**src/rtl/dice_roller.sv**
```systemverilog
// ============================================================================
//  Module   : dice_roller
//  Purpose  : Electronic die. While en is high the displayed face churns every
//             cycle from a free-running 8-bit LFSR. When en drops the face keeps
//             changing, but only every TICK_DIV cycles and SETTLE_STEPS times,
//             and the last of those faces is held as the final result.
//  Ports    : clk     - clock, all state changes on the rising edge
//             reset   - synchronous, active-high
//             en      - roll request (high while the upstream bar is full)
//             value   - die face, 0 = none, 1..6 = face
//             valid   - high while value is a final result
//             done    - one-cycle pulse when a result becomes final
//             rolling - high while rolling or settling
//             seg     - active-low seven-segment pattern {g,f,e,d,c,b,a}
//  Options  : DICE_SEG_EN - when defined, seg decodes value; otherwise seg is
//             tied to all-off and no decoder is built. Ports are the same
//             either way.
//  Revision : 1.0 - initial release
// ============================================================================
`timescale 1ns/1ps
`default_nettype none

module dice_roller #(
  parameter int TICK_DIV     = 4,
  parameter int SETTLE_STEPS = 3
) (
  input  logic       clk,
  input  logic       reset,
  input  logic       en,
  output logic [2:0] value,
  output logic       valid,
  output logic       done,
  output logic       rolling,
  output logic [6:0] seg
);

  localparam int TICK_W = (TICK_DIV > 1) ? $clog2(TICK_DIV) : 1;
  localparam int STEP_W = (SETTLE_STEPS > 1) ? $clog2(SETTLE_STEPS) : 1;

  localparam logic [TICK_W-1:0] TICK_LAST = TICK_W'(TICK_DIV - 1);
  // The step counter never has to hold SETTLE_STEPS itself: the update that
  // would bring it there moves the FSM to SHOW instead.
  localparam logic [STEP_W-1:0] STEP_LAST = STEP_W'(SETTLE_STEPS - 1);

  typedef enum logic [1:0] {
    IDLE   = 2'd0,
    ROLL   = 2'd1,
    SETTLE = 2'd2,
    SHOW   = 2'd3
  } state_t;

  state_t              state;
  logic [7:0]          lfsr;
  logic [TICK_W-1:0]   tick;
  logic [STEP_W-1:0]   step;
  logic [7:0]          lfsr_next;
  logic [2:0]          candidate;

  // Maximal-length taps 8,6,5,4: starting from a non-zero seed the register
  // can never reach all-zero.
  assign lfsr_next = {lfsr[6:0], lfsr[7] ^ lfsr[5] ^ lfsr[4] ^ lfsr[3]};
  assign candidate = 3'(lfsr % 8'd6) + 3'd1;

  always_ff @(posedge clk) begin
    if (reset) begin
      state   <= IDLE;
      lfsr    <= 8'h01;
      tick    <= '0;
      step    <= '0;
      value   <= 3'd0;
      valid   <= 1'b0;
      done    <= 1'b0;
      rolling <= 1'b0;
    end else begin
      lfsr <= lfsr_next;
      done <= 1'b0;
      unique case (state)
        IDLE: begin
          if (en) begin
            state   <= ROLL;
            value   <= candidate;
            rolling <= 1'b1;
          end
        end
        ROLL: begin
          value <= candidate;
          if (!en) begin
            state <= SETTLE;
            tick  <= '0;
            step  <= '0;
          end
        end
        SETTLE: begin
          // A new request wins over a final update landing on the same edge.
          if (en) begin
            state <= ROLL;
            value <= candidate;
            tick  <= '0;
            step  <= '0;
          end else if (tick == TICK_LAST) begin
            value <= candidate;
            tick  <= '0;
            if (step == STEP_LAST) begin
              state   <= SHOW;
              step    <= '0;
              valid   <= 1'b1;
              done    <= 1'b1;
              rolling <= 1'b0;
            end else begin
              step <= step + STEP_W'(1);
            end
          end else begin
            tick <= tick + TICK_W'(1);
          end
        end
        SHOW: begin
          if (en) begin
            state   <= ROLL;
            value   <= candidate;
            valid   <= 1'b0;
            rolling <= 1'b1;
          end
        end
        default: state <= IDLE;
      endcase
    end
  end

`ifdef DICE_SEG_EN
  always_comb begin
    seg = 7'b1111111;
    unique case (value)
      3'd1:    seg = 7'b1111001;
      3'd2:    seg = 7'b0100100;
      3'd3:    seg = 7'b0110000;
      3'd4:    seg = 7'b0011001;
      3'd5:    seg = 7'b0010010;
      3'd6:    seg = 7'b0000010;
      default: seg = 7'b1111111;
    endcase
  end
`else
  assign seg = 7'b1111111;
`endif

endmodule

`default_nettype wire

```
**config.mk**
```make
export PLATFORM = sky130hd
export DESIGN_NAME = dice_roller
export DESIGN_NICKNAME = d
export VERILOG_FILES = /design/src/rtl/dice_roller.sv
export SDC_FILE = /design/constraint.sdc
export NUM_CORES = 1
export LEC_CHECK = 0
export BUFFER_PORTS_ARGS = -buffer_cell sky130_fd_sc_hd__buf_2
export CORE_UTILIZATION = 35
export DETAILED_ROUTE_END_ITERATION = 7
export HOLD_SLACK_MARGIN = 0.1
export RECOVER_POWER = 25
export SLEW_MARGIN = 25
export SYNTH_ARGS = -nofsm -noshare
export SYNTH_HDL_FRONTEND = slang
export SYNTH_SLANG_ARGS = --single-unit
```
**constraint.sdc**
```tcl
create_clock -name clk -period 3.2 [get_ports clk]
set_clock_uncertainty 0.05 [all_clocks]
set_input_delay 0.16 -clock clk [delete_from_list [all_inputs] [get_ports clk]]
set_output_delay 0.16 -clock clk [all_outputs]
set_load 0.1 [all_outputs]
```
==> impl_results.md <==
* Outcome: completed
* Adder-cell area share of the yosys netlist at 0.0634
* Main combinational cell family by area after synthesis: simple AND/OR/NAND/NOR gates
* Die W at 60.2 um
* WL final at 2140 um
* CTS Hold Buffers Added at 0
* CTS tree: done
* Commonest cells after routing, fill and taps aside: dfxtp_1 (20), nor2_1 (17), o21ai_0 (10)
* Die area at 0.00362 sq mm
* Top delay family on crit path: simple AND/OR/NAND/NOR gates
* Initial Utilization at 0.379
* Layout fillers at 325
* Clk buf depth at 2
* Crit. End Element: register
* Final setup violation count at 0
* Post-Syn Area at 0.00118 sq mm
* HPWL Detailed at 1600 um
* Critical path cell sequence: or4b_1 > mux2i_1 > o22ai_1 > and3_1 > nand3_1 > o21ai_0 > ha_1 > nand2b_1 > a211oi_1 > nor4_1
* Reg clk slew, reported paths at 0.11 ns
* Vias/cell at 5.06
* R2r startpoint: lfsr[5]
* Tcrit/Tclk final at 0.798
* CTS H-tree depth at 1
* FF-to-FF path depth at 10
* Share of cells above drive strength 1 at 0.108
* # IOs at 16
* Die height at 60.2 um
* Post-synthesis mux area share at 0.0253
* Largest stage delay on the critical path at 0.57 ns
* WHS Endpoint: lfsr[4]
* Post-Syn Instances at 144
* Worst Hold Launch: reset
* Vias at 971
* Unrepaired setup endpoints after global routing: no
* Max Cap Violations at 0
* Complex-gate fraction of the synthesized area at 0.168
* Wirelength per Cell at 11.1 um
* Number of synthesis warnings at 0
* Worst-Skew Late Latency at 0.29 ns
* # rows at 20
* ANT cells at 0
* Sequential fraction of the synthesis area at 0.338
* Clock sinks at 20
* Leakage at 0.000507 uW
* Syn Area/Cell at 8.23 sq um
* Slew Viols, Final at 0
* Setup TNS at 0 ns
* CP max FO at 13
* PortBufs at 8
* Vias in the first global route at 902
* Min-Delay Path Depth at 2
* Peak Freq at 392 MHz
* Data required, critical path at 3.34 ns
* Crit Path Category: reg -> reg
* GP Congestion at 0.849
* Clock buffer count from CTS at 3
* CORE AREA at 0.00313 sq mm
* Hold WC Path Type: in -> reg
* Cell area after layout at 0.00125 sq mm
* Buf+Inv Stages, Crit Path at 0
* Simple-Gate Fraction of Synth Area at 0.265
* Placed Area at 0.00121 sq mm
* Pwr Total at 750 uW
* First-pass DRT Iterations at 5
* Synthesis-to-layout area growth at 5.49%
* FF+latch count, synth at 20
* Gr usage total at 0.135
* Fin crit period at 2.55 ns
* Initial antenna violation count at 0
* Root Buffer: clkbuf_4
* First-pass GRT wire length at 3720 um
* Synth Area in XOR/XNOR at 0.0370
* Total gr overflow at 0
* CP max-delay cell: or4b_1
* Arrival time at the worst endpoint at 2.69 ns
* Final hold vios at 0
* Routed Antenna Nets at 0
* Pwr Density at 600 mW/mm^2
* Commonest non-fill, non-tap cell in the layout: dfxtp_1
* Post-route DRC at 0
* Cell variety after synth at 38
* Post-cts repair resize count at 0
* First-iteration detailed-routing DRC count at 36
* R2R Setup Slk at 0.65 ns
* NumNets Final at 158
* Worst Setup Start Kind: register
* Peak supply drop at 224 uV
* R2R Path End: value[2]
* Setup bufs post-CTS at 0
* Pin count of the biggest net entering global routing at 20
worst max path at each step:
stage | startpoint | to | cells past startpoint
global placement | lfsr[5] | value[2] | 9
finish | lfsr[5] | value[2] | 10
CTS | lfsr[5] | value[2] | 10
global route | lfsr[5] | value[2] | 10
floorplan | lfsr[7] | value[2] | 11
detailed placement | lfsr[5] | value[2] | 10
cells in the mapped netlist (all sizes together):
| cell | number | area share |
|---|---|---|
| dfxtp | 20 | 0.34 |
| or2 | 2 | 0.011 |
| o211ai | 4 | 0.025 |
| nor2b | 9 | 0.048 |
| nand4b | 1 | 0.0074 |
| o22ai | 3 | 0.016 |
| nor2 | 17 | 0.054 |
| a221oi | 1 | 0.0074 |
| nand3b | 4 | 0.025 |
| nor3 | 1 | 0.0042 |
| nor4b | 1 | 0.0074 |
| o211a | 1 | 0.0084 |
| nand2 | 6 | 0.019 |
| nand4bb | 1 | 0.0095 |
| or3b | 1 | 0.0074 |
| nand2b | 4 | 0.021 |
| ha | 6 | 0.063 |
| conb | 1 | 0.0032 |
| or4bb | 1 | 0.0095 |
| a22oi | 2 | 0.013 |
| xor2 | 3 | 0.022 |
| clkbuf | 4 | 0.013 |
| nor4 | 1 | 0.0053 |
| or4b | 1 | 0.0084 |
| o31ai | 1 | 0.0063 |
| and3 | 3 | 0.020 |
| mux2i | 3 | 0.025 |
| xnor2 | 2 | 0.015 |
| a211oi | 2 | 0.013 |
| buf | 10 | 0.062 |
| a21oi | 8 | 0.037 |
| o21ai | 10 | 0.042 |
| nand3 | 2 | 0.0084 |
| inv | 8 | 0.025 |
metrics by stage:
step	hold slack, ns	instances	util	setup slack, ns
floorplan	0.329	150	-	0.939
global placement	0.406	188	0.388	0.790
detailed placement	0.421	188	0.388	0.691
CTS	0.177	192	0.400	0.669
global route	0.179	192	0.400	0.454
finish	0.178	192	0.400	0.648
layout make-up:
class | count | area, sq um | area share
inverter | 8 | 30.0 | 0.0240
timing repair buffer | 8 | 40.0 | 0.0320
sequential | 20 | 400 | 0.320
tap | 44 | 55.1 | 0.0440
multi-input combinational | 108 | 688 | 0.551
clock buffer | 4 | 36.3 | 0.0290
state kept, by name, indices dropped and copies added, names as in the netlist:
signal	flops
value	3
rolling	1
state	2
done	1
lfsr	8
tick	2
valid	1
step	2
metal layers:
metal  track usage  vias to the layer above  wire length, um  share of wire
met5             0                        -                0              0
met4        0.0631                        0               30          0.014
met3        0.0346                        4               66          0.031
met2         0.220                       15             1030           0.48
met1         0.163                      457             1020           0.47
li1              -                      495                -              -
cell families after synthesis:
logic type / after synthesis
AND/OR/NAND/NOR: 55
AO/OA/AOI/OAI: 32
buffers and inverters: 22
flip-flops: 20
adder cells (fa/ha/maj): 6
XOR/XNOR: 5
multiplexers: 3
other: 1
report_power, final:
group	leakage [uW]	internal (uW)	switching [uW]	total, uW
Combinational	0.000323	83.1	227	310
Sequential	0.000164	276	23.4	300
Clock	0.0000210	69.2	71.0	140
(Power assumes the default switching activity.)
